--- config.mk ---
export PLATFORM = sky130hd
export DESIGN_NAME = snoop_ingest
export DESIGN_NICKNAME = d
export VERILOG_FILES = /design/src/rtl/snoop_ingest.sv
export SDC_FILE = /design/constraint.sdc
export NUM_CORES = 1
export LEC_CHECK = 0
export ABC_AREA = 1
export BUFFER_PORTS_ARGS = -buffer_cell sky130_fd_sc_hd__buf_2
export CAP_MARGIN = 20
export CORE_MARGIN = 5
export CORE_UTILIZATION = 50
export DETAILED_ROUTE_END_ITERATION = 7
export PLACE_DENSITY = 0.75
export SKIP_LAST_GASP = 1
export SLEW_MARGIN = 0
export SYNTH_ARGS = -nofsm -noshare
export SYNTH_HDL_FRONTEND = slang
export SYNTH_SLANG_ARGS = --single-unit
--- constraint.sdc ---
create_clock -name clk -period 1.98 [get_ports clk]
set_input_delay 0.099 -clock clk [delete_from_list [all_inputs] [get_ports clk]]
set_output_delay 0.099 -clock clk [all_outputs]
set_load 0.01 [all_outputs]
--- src/rtl/snoop_ingest.sv ---
// Packet snooper ingest: steers strobed words into a two-buffer RAM,
// offers complete packets in arrival order and counts dropped packets.
module snoop_ingest #(
  parameter int ADDR_WIDTH = 9
) (
  input  logic                  clk,
  input  logic                  rst,
  input  logic [31:0]           data,
  input  logic                  strobe,
  input  logic                  last,
  output logic                  wr_en,
  output logic [ADDR_WIDTH:0]   wr_addr,
  output logic [31:0]           wr_data,
  output logic                  pkt_valid,
  output logic                  pkt_sel,
  output logic [ADDR_WIDTH:0]   pkt_len,
  input  logic                  pkt_done,
  output logic [15:0]           drop_count
);

  typedef enum logic [1:0] {
    S_IDLE,
    S_FILL,
    S_DROP
  } state_t;

  localparam logic [ADDR_WIDTH:0] CAP =
    {1'b1, {ADDR_WIDTH{1'b0}}};
  localparam logic [ADDR_WIDTH:0] ONE =
    {{ADDR_WIDTH{1'b0}}, 1'b1};

  state_t                r_state;
  state_t                w_state_nxt;
  logic                  r_wr_sel;
  logic                  r_rd_sel;
  logic [1:0]            r_full;
  logic [1:0]            w_full_nxt;
  logic [ADDR_WIDTH:0]   r_len0;
  logic [ADDR_WIDTH:0]   r_len1;
  logic [ADDR_WIDTH:0]   r_cnt;
  logic [ADDR_WIDTH:0]   w_cnt_nxt;
  logic [ADDR_WIDTH:0]   w_len_new;
  logic [15:0]           r_drop;
  logic                  r_wr_en;
  logic [ADDR_WIDTH:0]   r_wr_addr;
  logic [31:0]           r_wr_data;
  logic                  w_acc;
  logic                  w_cmp;
  logic                  w_drop;
  logic                  w_rel;
  logic                  w_free;
  logic [ADDR_WIDTH-1:0] w_idx;

  // Free check uses the registered full bit only.
  assign w_free    = ~r_full[r_wr_sel];
  assign w_rel     = pkt_done & r_full[r_rd_sel];
  assign w_len_new = r_cnt + ONE;

  always_comb begin
    w_state_nxt = r_state;
    w_cnt_nxt   = r_cnt;
    w_acc       = 1'b0;
    w_cmp       = 1'b0;
    w_drop      = 1'b0;
    w_idx       = '0;
    unique case (r_state)
      S_IDLE: begin
        if (strobe) begin
          if (w_free) begin
            w_acc = 1'b1;
            if (last) begin
              w_cmp     = 1'b1;
              w_cnt_nxt = '0;
            end else begin
              w_state_nxt = S_FILL;
              w_cnt_nxt   = ONE;
            end
          end else begin
            w_drop      = 1'b1;
            w_state_nxt = last ? S_IDLE : S_DROP;
          end
        end
      end
      S_FILL: begin
        if (strobe) begin
          if (r_cnt != CAP) begin
            w_acc = 1'b1;
            w_idx = r_cnt[ADDR_WIDTH-1:0];
            if (last) begin
              w_cmp       = 1'b1;
              w_cnt_nxt   = '0;
              w_state_nxt = S_IDLE;
            end else begin
              w_cnt_nxt = w_len_new;
            end
          end else begin
            w_drop      = 1'b1;
            w_cnt_nxt   = '0;
            w_state_nxt = last ? S_IDLE : S_DROP;
          end
        end
      end
      S_DROP: begin
        if (strobe && last) begin
          w_state_nxt = S_IDLE;
        end
      end
      default: begin
        w_state_nxt = S_IDLE;
      end
    endcase
  end

  // Completion and release always hit different buffers.
  always_comb begin
    w_full_nxt = r_full;
    if (w_rel) begin
      w_full_nxt[r_rd_sel] = 1'b0;
    end
    if (w_cmp) begin
      w_full_nxt[r_wr_sel] = 1'b1;
    end
  end

  always_ff @(posedge clk or negedge rst) begin
    if (!rst) begin
      r_state  <= S_IDLE;
      r_wr_sel <= 1'b0;
      r_rd_sel <= 1'b0;
      r_full   <= 2'b00;
      r_cnt    <= '0;
      r_len0   <= '0;
      r_len1   <= '0;
    end else begin
      r_state <= w_state_nxt;
      r_cnt   <= w_cnt_nxt;
      r_full  <= w_full_nxt;
      if (w_cmp) begin
        r_wr_sel <= ~r_wr_sel;
        if (r_wr_sel) begin
          r_len1 <= w_len_new;
        end else begin
          r_len0 <= w_len_new;
        end
      end
      if (w_rel) begin
        r_rd_sel <= ~r_rd_sel;
      end
    end
  end

  always_ff @(posedge clk or negedge rst) begin
    if (!rst) begin
      r_drop <= '0;
    end else if (w_drop && (r_drop != 16'hFFFF)) begin
      r_drop <= r_drop + 16'd1;
    end
  end

  always_ff @(posedge clk or negedge rst) begin
    if (!rst) begin
      r_wr_en   <= 1'b0;
      r_wr_addr <= '0;
      r_wr_data <= '0;
    end else begin
      r_wr_en <= w_acc;
      if (w_acc) begin
        r_wr_addr <= {r_wr_sel, w_idx};
        r_wr_data <= data;
      end
    end
  end

  assign wr_en      = r_wr_en;
  assign wr_addr    = r_wr_addr;
  assign wr_data    = r_wr_data;
  assign pkt_valid  = r_full[r_rd_sel];
  assign pkt_sel    = r_rd_sel;
  assign pkt_len    = r_rd_sel ? r_len1 : r_len0;
  assign drop_count = r_drop;

endmodule

# Word level (Yosys, flattened, before mapping)
# Cells that the tools add are included.
[totals]
rom_bits = 0
mem_bits_rw = 0
register_bits = 95
out_inout_bits = 71
memories = 0
in_bits = 37
latch_bits = 0
[op_classes]
bitwise = 6
n_shift = 0
muxes = 46
add_sub_neg = 2
order_cmp = 4
mul = 0
div = 0
eq_ne = 10
reduce_logical = 10
[ops]
columns = ["cell", "count"]
rows = [
  ["10-bit two-way mux", 6],
  ["9-bit two-way mux", 3],
  ["1-bit two-way mux", 20],
  ["2-bit two-way mux", 10],
  ["10-bit one-hot mux with 2 select lines", 1],
  ["16-bit by 1-bit adder with 16-bit output (second input constant)", 1],
  ["16-bit inequality test (second input constant)", 1],
  ["10-bit by 1-bit adder with 10-bit output (second input constant)", 1],
  ["10-bit inequality test (second input constant)", 1],
  ["2-bit inequality test (second input constant)", 4],
  ["3-bit inequality test (second input constant)", 2],
  ["1-bit one-hot mux with 2 select lines", 3],
  ["2-bit one-hot mux with 3 select lines", 1],
  ["5-bit AND reduction", 1],
  ["1-bit logical AND", 4],
  ["1-bit by 2-bit less-than comparator with 1-bit output (second input constant)", 2],
  ["2-bit AND reduction", 2],
  ["4-bit AND reduction", 1],
  ["2-bit bitwise AND", 1],
  ["1-bit demux with 1-bit select", 2],
  ["2-bit by 1-bit == test with 1-bit output (second input constant)", 1],
  ["2-bit == test (second input constant)", 1],
  ["1-bit greater-or-equal comparator (second input constant)", 2],
  ["2-bit zero test", 1],
  ["other kinds (5)", 6],
]

# Logic depth before layout (Yosys ltp)
# Gate-level depths: netlist of run 1.
[depth]
depth_word = 9
ltp_mapped = 12
mapped_depth_nobuf = 11

# Worst setup path after synthesis of run 1
# No wires, ideal clock.
[synth_timing]
path_type = "reg-to-reg"
start = "register r_cnt[0]"
end = "register r_drop[13], in the netlist drop_count[13]"
n_path_buf = 1
path_stages_with_launch = 13
required_time_ns = 1.863
slack_ns = 0.317
t_arrival_ns = 1.546
path_cell_list = "dfrtp_1 > inv_1 > ha_1 > nand2_1 > nor2_2 > nand3_2 > nand2_2 > nand2_4 > nor2_8 > nand2_4 > buf_6 > nand2_1 > nand2_1"
[synth_via]
elab_chain_len = 5
[synth_rtl]
columns = ["item", "line", "source"]
rows = [
  ["from (decl)", "40", "logic [ADDR_WIDTH:0] r_cnt;"],
  ["from (signal assigned)", "136", "r_cnt <= w_cnt_nxt;"],
  ["10-bit inequality test", "86", "if (r_cnt != CAP) begin"],
  ["1-bit two-way mux", "86", ""],
  ["1-bit two-way mux", "85", "if (strobe) begin"],
  ["1-bit one-hot mux with 2 select lines", "66", "unique case (r_state)"],
  ["1-bit logical AND", "155", "end else if (w_drop && (r_drop != 16'hFFFF)) begin"],
  ["to (signal assigned)", "156", "r_drop <= r_drop + 16'd1;"],
  ["to (decl)", "43", "logic [15:0] r_drop;"],
]
# No other way between the ends.
# A chain may end at the register's enable or synchronous reset.

# Worst setup path in the final report of run 1
[layout_timing]
start = "register r_rd_sel, in the netlist pkt_sel"
end = "output port pkt_len[9]"
[layout_via]
elab_chain_len = 1
[layout_rtl]
columns = ["item", "line", "source"]
rows = [
  ["from (decl)", "35", "logic r_rd_sel;"],
  ["from (signal assigned)", "147", "r_rd_sel <= ~r_rd_sel;"],
  ["10-bit two-way mux", "179", "assign pkt_len = r_rd_sel ? r_len1 : r_len0;"],
  ["to (decl)", "16", "output logic [ADDR_WIDTH:0] pkt_len,"],
]
# No other way between the ends.

==> results of run 1 <==
[what timing repair did]
item,CTS,global route
hold buffers,33,0
endpoints found under the setup margin,20,8
endpoints found under the hold margin,127,0
gates resized for setup,1,2
[layout by cell type, fill, tap and decap left out, types with 2 or more instances in the layout]
cell,count
buf_12,2
nand2_1,278
buf_2,106
ha_1,3
inv_1,27
nor3_1,5
nand3_2,2
nand2_2,2
nand3b_1,2
nand3_1,58
buf_4,20
dfrtp_1,95
nor2_4,2
inv_2,2
nor2_1,23
nand4_1,4
o211ai_1,2
dlygate4sd3_1,33
o21ai_0,17
clkbuf_8,11
xnor2_1,7
xor2_1,11
nor2_2,4
[cells by family after synthesis]
| kind of cell | count (synthesis) | share of synthesized area (%) |
|---|---|---|
| buf+inv | 51 | 5.06 |
| simple gates | 385 | 35.8 |
| flops | 95 | 52.3 |
| compound gates | 22 | 2.59 |
| xor+xnor | 18 | 3.47 |
| fa+ha+maj | 3 | 0.825 |
[final timing paths]
path                               start             end  slack, ps  cells after the start
setup / recovery                 pkt_sel      pkt_len[9]        150                      4
hold / removal                  pkt_done         pkt_sel         30                      3
setup reg to reg           drop_count[1]   drop_count[0]        190                      7
hold reg to reg                r_len1[4]       r_len1[4]        480                      2
max in group asynchronous            rst  drop_count[12]       1220                      3
min in group asynchronous            rst     wr_data[28]         70                      2
[per-layer routing]
layer	GRT usage, %	up-vias	routed length, µm
li1	-	2090	-
met5	0	-	0
met4	6.75	0	193
met3	3.55	16	661
met1	28.4	2042	5200
met2	36.8	143	5770
[cells in the mapped netlist, types with 2 or more instances]
library cell,count
inv_2,2
o211ai_1,2
nand2_4,2
nor3_1,5
inv_1,27
clkbuf_1,4
nor2_2,4
xnor2_1,7
nand4_1,4
nand3_1,58
ha_1,3
buf_4,4
nand3b_1,2
nor2_1,24
o21ai_0,17
xor2_1,11
nand2_2,2
dfrtp_1,95
buf_2,13
nand3_2,2
nand2_1,278
[registers in the layout, indices dropped and copies added, names as in the netlist]
| register | cells |
|---|---|
| wr_addr | 10 |
| wr_en | 1 |
| r_len0 | 10 |
| pkt_sel | 1 |
| r_cnt | 10 |
| r_len1 | 10 |
| drop_count | 16 |
| wr_data | 32 |
| r_wr_sel | 1 |
| r_full | 2 |
| r_state | 2 |
[stage by stage]
stage | setup WS [ps] | area [µm²] | setup TNS [ps]
4_1_cts | 137 | 5810 | 0
5_1_grt | 21.5 | 5830 | 0
6_report | 150 | 5830 | 0
3_5_place_dp | -129 | 5280 | -2210
3_3_place_gp | -41.8 | 5280 | -697
2_1_floorplan | 317 | 4550 | 0
[final cells by class]
| class | count | share of cell area [%] |
|---|---|---|
| Clock buffer | 12 | 2.66 |
| Clock inverter | 3 | 0.730 |
| Inverter | 29 | 1.87 |
| Multi-Input combinational cell | 428 | 33.6 |
| Sequential cell | 95 | 40.8 |
| Tap cell | 108 | 2.32 |
| Timing Repair Buffer | 161 | 18.0 |
[worst max-delay path: stages (launching register included)]
cell	delay (ps)
dfrtp_1	680
inv_1	350
nand2_1	140
nand2_1	70
buf_2	140
[report_power, final]
part	leakage, nW	total, mW	internal (mW)	switching (mW)
clock network	0.0985	1.27	0.645	0.627
registers	1.24	2.91	2.52	0.390
logic	1.95	2.90	1.08	1.83
total	3.29	7.09	4.24	2.85
==> impl_metrics.toml, run 1 <==
[placement]
io_buffer_count = 107
dpl.hpwl_um = 7980
dp.cells = 788
gp_congestion = 0.912

[die]
dieArea_mm2 = 0.0111
std_cell_rows = 34
dieWidth_um = 105
io_pins = 108
core_area_mm2 = 0.00881
die_y_um = 105
start_util_pct = 51.6

[routing]
drt_iter0_drc = 283
wl_per_cell_um = 14.1
drc = 0
detail-route-antenna-nets = 0
firstDrtPassIters = 7
vias = 4291
viasPerCell = 5.13
wl_um = 11800

[timing]
drv_slew = 0
hold_violations = 0
max_freq_mhz = 546
period_share_pct = 92.4
fin_worst_skew_ps = 10.5
hold_ws_ps = 26.0
setup_violations = 0
rsz0062_at_grt = "no"
tightest_slew_ps = 531
relSlewSlack_pct = 64.6
period_needed_ps = 1830

[synth]
synth_seq_cells = 95
yosysTopAreaCellShare_pct = 52.3
synth_top_area_cell = "dfrtp_1"
netlist_area_mm2 = 0.00455
yosysWarnings = 0
syn-num-nets = 614
synth.avg_cell_area_um2 = 7.92
synth_area_leaders = "dfrtp_1 52%, nand2_1 23%, nand3_1 6.4%, inv_1 2.2%, xor2_1 2.1%"
synth_edf_count = 0
synthFlopType = "dfrtp_1"
synth-seq-area-share_pct = 52.3
synthDistinctLibCells = 29
async_reset_ff_share_pct = 100
synth_cells = 574

[cts]
cts-htree-levels = 3
cts_tree = "built"
clock_sink_count = 95
cts_made_buffers = 9
postCtsSetupBuffers = 0
clk_latency_ps = 350
cts_root_buffer = "clkbuf_8"
cts_max_path_buffers = 2
clk_pin_slew_worst_paths_ps = 90

[finish]
fin_nets = 764
drive_gt1_share_pct = 21.7
layout.cells.non_filler = 836
num_antenna_cells = 0
regArea_mm2 = 0.00238
postLayoutCoreUtil_pct = 66.2
area_delta_synth_final_pct = 28.1
multiInputGateArea_mm2 = 0.00196
fillers = 741

[grt]
grt_pass1_vias = 4210
grt_usage_pct = 21.6
grt-ovfl-total = 0
antenna_found_initial = 0
grt_first_pass_wirelength_um = 19900
grt_max_degree = 95

[status]
status = "finished clean"

[power_and_ir_drop]
power_per_cell_area_mw_per_mm2 = 1220
cellLeakagePower_nw = 3.29
total_power_mw = 7.09
vdd_drop_max_uv = 527

[critical_path]
start_kind = "flop"
end_kind = "output port"
worst-endpoint-arrival_ps = 1730
worst-path-max-fanout = 15
critPathKind = "flop to output port"
critPathRequiredTime_ps = 1880

[flow_run]
max_cap_viol_count = 0

[min_path]
hold_path_class = "input port to flop"
Note: power is estimated with default switching activity, not from simulation.
==> inputs of run 2 (changes only) <==
--- a/config.mk
+++ b/config.mk
@@ -12,6 +12,7 @@
 export CORE_UTILIZATION = 50
 export DETAILED_ROUTE_END_ITERATION = 7
 export PLACE_DENSITY = 0.75
+export REMOVE_ABC_BUFFERS = 1
 export SKIP_LAST_GASP = 1
 export SLEW_MARGIN = 0
 export SYNTH_ARGS = -nofsm -noshare
==> impl_metrics.toml, run 2 (synthesized netlist as in run 1, its figures left out) <==
[finish]
fillers = 711
layout_common_cells = "278 x nand2_1, 106 x buf_2, 95 x dfrtp_1"
final_common_cell = "nand2_1"
design_area_mm2 = 0.00595
largest_reg_flops = 32
fin_nets = 773
drive_gt1_share_pct = 22.6
area_delta_synth_final_pct = 30.9

[min_path]
min_from = "strobe"
hold_path_class = "input port to flop"

[die]
start_util_pct = 51.6
dieWidth_um = 105
die_y_um = 105
io_pins = 108
core_area_mm2 = 0.00881
dieArea_mm2 = 0.0111
std_cell_rows = 34

[timing]
rsz0062_at_grt = "no"
period_share_pct = 91.6
fin_tns_setup_ps = 0
period_needed_ps = 1810
tightest_slew_ps = 581
hold_violations = 0
relSlewSlack_pct = 61.2
max_freq_mhz = 551
drv_slew = 0
setup_violations = 0
fin_worst_skew_ps = 11.3

[cts]
clock_sink_count = 95
clk_latency_ps = 370
cts_tree = "built"
cts_root_buffer = "clkbuf_8"
clk_pin_slew_worst_paths_ps = 100
cts-htree-levels = 3
cts_made_buffers = 9
cts_max_path_buffers = 2

[placement]
io_buffer_count = 107
dpl.hpwl_um = 8000
gp_congestion = 0.905
place_area_mm2 = 0.00531

[grt]
antenna_found_initial = 1
grt-ovfl-total = 0
grt_pass1_vias = 4274
grt_first_pass_wirelength_um = 20100
grt_max_degree = 46
grt_usage_pct = 22.1

[routing]
detail-route-antenna-nets = 0
vias = 4300
wl_per_cell_um = 14.0
viasPerCell = 5.08
drc = 0
wl_um = 11900
firstDrtPassIters = 5
drt_iter0_drc = 173

[power_and_ir_drop]
p_sw_share_pct = 40.0
p_clk_share_pct = 19.6
p_sw_mw = 2.92
cellLeakagePower_nw = 3.36
p_int_mw = 4.37
seq_power_share_pct = 40.1
total_power_mw = 7.29
power_per_cell_area_mw_per_mm2 = 1220
combPwrFrac_pct = 40.3
vdd_drop_max_uv = 643

[critical_path]
crit_family = "flip-flops"
worstReg2RegEnd = "drop_count[5]"
r2r_cells = 11
worst-endpoint-arrival_ps = 1710
worst-path-max-fanout = 15
end_kind = "output port"
critPathMaxStageDelay_ps = 670
startpoint = "pkt_sel"
critPathKind = "flop to output port"
worstSetupEndpoint = "pkt_len[3]"
crit_chain = "inv_1, nand2_1, nand2_1, buf_2"
path_buf_inv = 2
crit_cells = 4
reg2reg_slack_ps = 210
reg2reg_from = "r_cnt[7]"
crit_slowest_cell = "dfrtp_1"
crit_path_frequent_cell = "nand2_1"
critPathRequiredTime_ps = 1880
start_kind = "flop"

[flow_run]
max_cap_viol_count = 0

[status]
status = "finished clean"
==> run 2: cell types whose count changed in the layout (fill, tap and decap cells not counted), sizes merged <==
cell,delta
buf,+8
clkbuf,-2
inv,+2
bufinv,+1
clkinv,-1
clkinvlp,+1
diode,+1
dlygate4sd3,+1
==> run 2: routing by layer <==
layer  wire [µm]  part of all wire, %  global-route usage, %  up-vias
met5           0                    0                      0        -
met4         405                  3.4                   11.4        0
met3         545                  4.6                   3.97       35
met2        6000                   50                   38.0      114
met1        4930                   42                   26.4     2031
li1            -                    -                      -     2120
==> run 2: power by group through the flow <==
stage	Combinational [mW]	Clock (mW)	Sequential, mW
2_1_floorplan	1.38	0	3.12
3_3_place_gp	2.67	0	2.93
3_5_place_dp	2.79	0	2.95
4_1_cts	2.85	1.46	2.91
5_1_grt	3.28	1.55	3.01
6_report	2.94	1.43	2.93
==> run 2: area by class of cell <==
| cell class | instances | area, µm² | area share (%) |
|---|---|---|---|
| clock inverter | 6 | 92.6 | 1.55 |
| sequential | 95 | 2380 | 39.9 |
| timing repair buffer | 170 | 1150 | 19.4 |
| inverter | 29 | 109 | 1.83 |
| tap | 108 | 135 | 2.27 |
| multi-input combinational | 428 | 1960 | 32.9 |
| antenna | 1 | 2.50 | 0.0420 |
| clock buffer | 10 | 128 | 2.14 |
==> run 2: how the worst min path moves through the flow <==
stage                                to  slack, ps  cells past startpoint
after floorplan           drop_count[0]       -200                      0
after global placement      wr_data[25]        130                      1
after detailed placement    wr_data[13]        140                      1
after CTS                    wr_addr[4]        160                      4
after global routing         wr_addr[7]        190                      4
final                        wr_addr[2]        170                      4
==> run 2: worst register-to-register path: stages (launching register included) <==
cell and delay, ps:
dfrtp_1 390, buf_4 140, inv_1 140, nand2_1 90, nor2_2 100, nand3_2 130
nand2_2 120, nand2_4 80, nor2_8 180, buf_4 200, nand3_1 80, nand2_1 70
==> run 2: timing repair <==
action,CTS,global route
gates resized for setup,1,2
setup endpoints to repair,20,34
buffers inserted,0,6
pin swaps,0,2
cloned,0,0
hold endpoints to repair,76,0
hold buffers,34,0
==> run 2: stage by stage <==
step                setup slack, ps  std cells  hold WS (ps)  util [%]
global route                   14.9        847           188      67.6
finish                          167        847           174      67.6
floorplan                      -543        552          -197         -
detailed placement             -173        790           140      60.2
CTS                            72.3        840           157      66.6
global placement               -121        789           130      59.9
==> inputs of run 3 (changes only) <==
==> constraint.sdc (replaced) <==
create_clock -name clk -period 1.98 [get_ports clk]
set_input_delay 0.297 -clock clk [delete_from_list [all_inputs] [get_ports clk]]
set_output_delay 0.297 -clock clk [all_outputs]
set_load 0.01 [all_outputs]
==> impl_metrics.toml, run 3 (synthesized netlist as in run 1, its figures left out) <==
[min_path]
hold_path_class = "input port to flop"
hold_path_end = "wr_data[27]"
hold_depth = 3
min_from = "data[27]"

[power_and_ir_drop]
combPwrFrac_pct = 40.9
p_sw_mw = 2.85
vdd_drop_max_uv = 630
p_clk_share_pct = 18.2
cellLeakagePower_nw = 3.20
seq_power_share_pct = 41.0
p_int_mw = 4.18
p_sw_share_pct = 40.5
power_per_cell_area_mw_per_mm2 = 1260

[grt]
antenna_found_initial = 0
grt_pass1_vias = 3908
grt_first_pass_wirelength_um = 18400
grt-ovfl-total = 0
grt_max_degree = 96
grt_usage_pct = 20.2

[timing]
fin_tns_setup_ps = 0
period_needed_ps = 1760
fin_worst_skew_ps = 11.8
rsz0062_at_grt = "no"
period_share_pct = 88.8
tightest_slew_ps = 491
hold_violations = 0
relSlewSlack_pct = 67.3
drv_slew = 0
max_freq_mhz = 569
setup_violations = 0

[routing]
firstDrtPassIters = 5
vias = 4042
wl_per_cell_um = 13.3
wl_um = 10800
detail-route-antenna-nets = 0
drc = 0
viasPerCell = 4.98
drt_iter0_drc = 222

[critical_path]
crit_family = "simple AND/OR/NAND/NOR gates"
path_buf_inv = 2
critPathKind = "flop to flop"
end_kind = "flop"
reg2reg_slack_ps = 220
start_kind = "flop"
critPathMaxStageDelay_ps = 390
crit_slowest_cell = "dfrtp_1"
r2r_cells = 11
crit_chain = "inv_1, ha_1, nand2_1, nor2_2, nand3_2, nand2_2, nand2_4, nor2_8, buf_4, nand3_1, nand2_1"
worstReg2RegEnd = "drop_count[5]"
reg2reg_from = "r_cnt[1]"
critPathRequiredTime_ps = 2280
worst-endpoint-arrival_ps = 2060
worst-path-max-fanout = 10
crit_path_frequent_cell = "nand2_1"

[finish]
layout_common_cells = "278 x nand2_1, 106 x buf_2, 95 x dfrtp_1"
fillers = 766
drive_gt1_share_pct = 23.6
postLayoutCoreUtil_pct = 63.2
final_common_cell = "nand2_1"
design_area_mm2 = 0.00557
largest_reg_flops = 32
num_antenna_cells = 0
area_delta_synth_final_pct = 22.4
fin_nets = 739
layout.cells.non_filler = 811

[cts]
clk_pin_slew_worst_paths_ps = 100
cts-htree-levels = 3
cts_tree = "built"
cts_max_path_buffers = 2
cts_made_buffers = 9
clk_latency_ps = 360
cts_root_buffer = "clkbuf_8"
clock_sink_count = 95

[placement]
dp.cells = 790
dpl.hpwl_um = 7790
io_buffer_count = 107
gp_congestion = 0.934
place_area_mm2 = 0.00529

[die]
dieWidth_um = 105
dieArea_mm2 = 0.0111
core_area_mm2 = 0.00881
die_y_um = 105
std_cell_rows = 34
io_pins = 108
start_util_pct = 51.6

[flow_run]
max_cap_viol_count = 0

[status]
status = "finished clean"
-- run 3: area by class of cell --
type / count / area (µm²) / share of cell area (%)
clock buffers: 9 / 124 / 2.23
clock inverters: 6 / 68.8 / 1.24
inverters: 29 / 109 / 1.96
multi-input cells: 428 / 1960 / 35.2
flip-flops and latches: 95 / 2380 / 42.7
well taps: 108 / 135 / 2.43
repair buffers: 136 / 791 / 14.2
-- run 3: how the worst max path moves through the flow --
stage               startpoint             to  cells past startpoint  slack, ps
global route          r_cnt[1]    wr_data[22]                      9         40
global placement      r_cnt[0]       r_cnt[0]                      9       -150
CTS                   r_cnt[0]      r_len1[6]                     10        110
detailed placement    r_cnt[0]      r_len1[6]                      9       -150
finish                r_cnt[1]  drop_count[5]                     11        220
floorplan           r_state[1]      r_len0[0]                      7       -540
-- run 3: timing repair --
action,CTS,global route
gates resized for setup,1,3
setup endpoints to repair,20,48
hold buffers,1,0
hold endpoints to repair,32,0
setup buffers,0,5
pin swaps,0,2
-- run 3: power groups by stage --
stage / clock (mW) / combinational (mW) / sequential [mW]
3_5_place_dp: 0 / 2.82 / 2.91
5_1_grt: 1.39 / 3.23 / 2.95
6_report: 1.28 / 2.87 / 2.88
3_3_place_gp: 0 / 2.72 / 2.89
2_1_floorplan: 0 / 1.38 / 3.12
4_1_cts: 1.31 / 2.83 / 2.87
-- run 3: metal layers --
metal	track usage, %	part of all wire (%)
met1	25.9	43
met5	0	0
met2	34.3	51
met4	7.78	1.5
met3	3.30	4.5
-- run 3: through the flow --
step / setup slack, ps / total power [mW] / hold WS [ps]
after global routing: 41.5 / 7.57 / 118
after global placement: -146 / 5.61 / 386
after detailed placement: -146 / 5.72 / 389
after CTS: 115 / 7.01 / 106
after floorplan: -543 / 4.50 / 1.41
final: 222 / 7.03 / 115
-- run 3: worst reg2reg max path: stages (launching register included) --
cell	delay, ps
dfrtp_1	390
inv_1	80
ha_1	190
nand2_1	80
nor2_2	120
nand3_2	130
nand2_2	120
nand2_4	80
nor2_8	160
buf_4	190
nand3_1	90
nand2_1	70
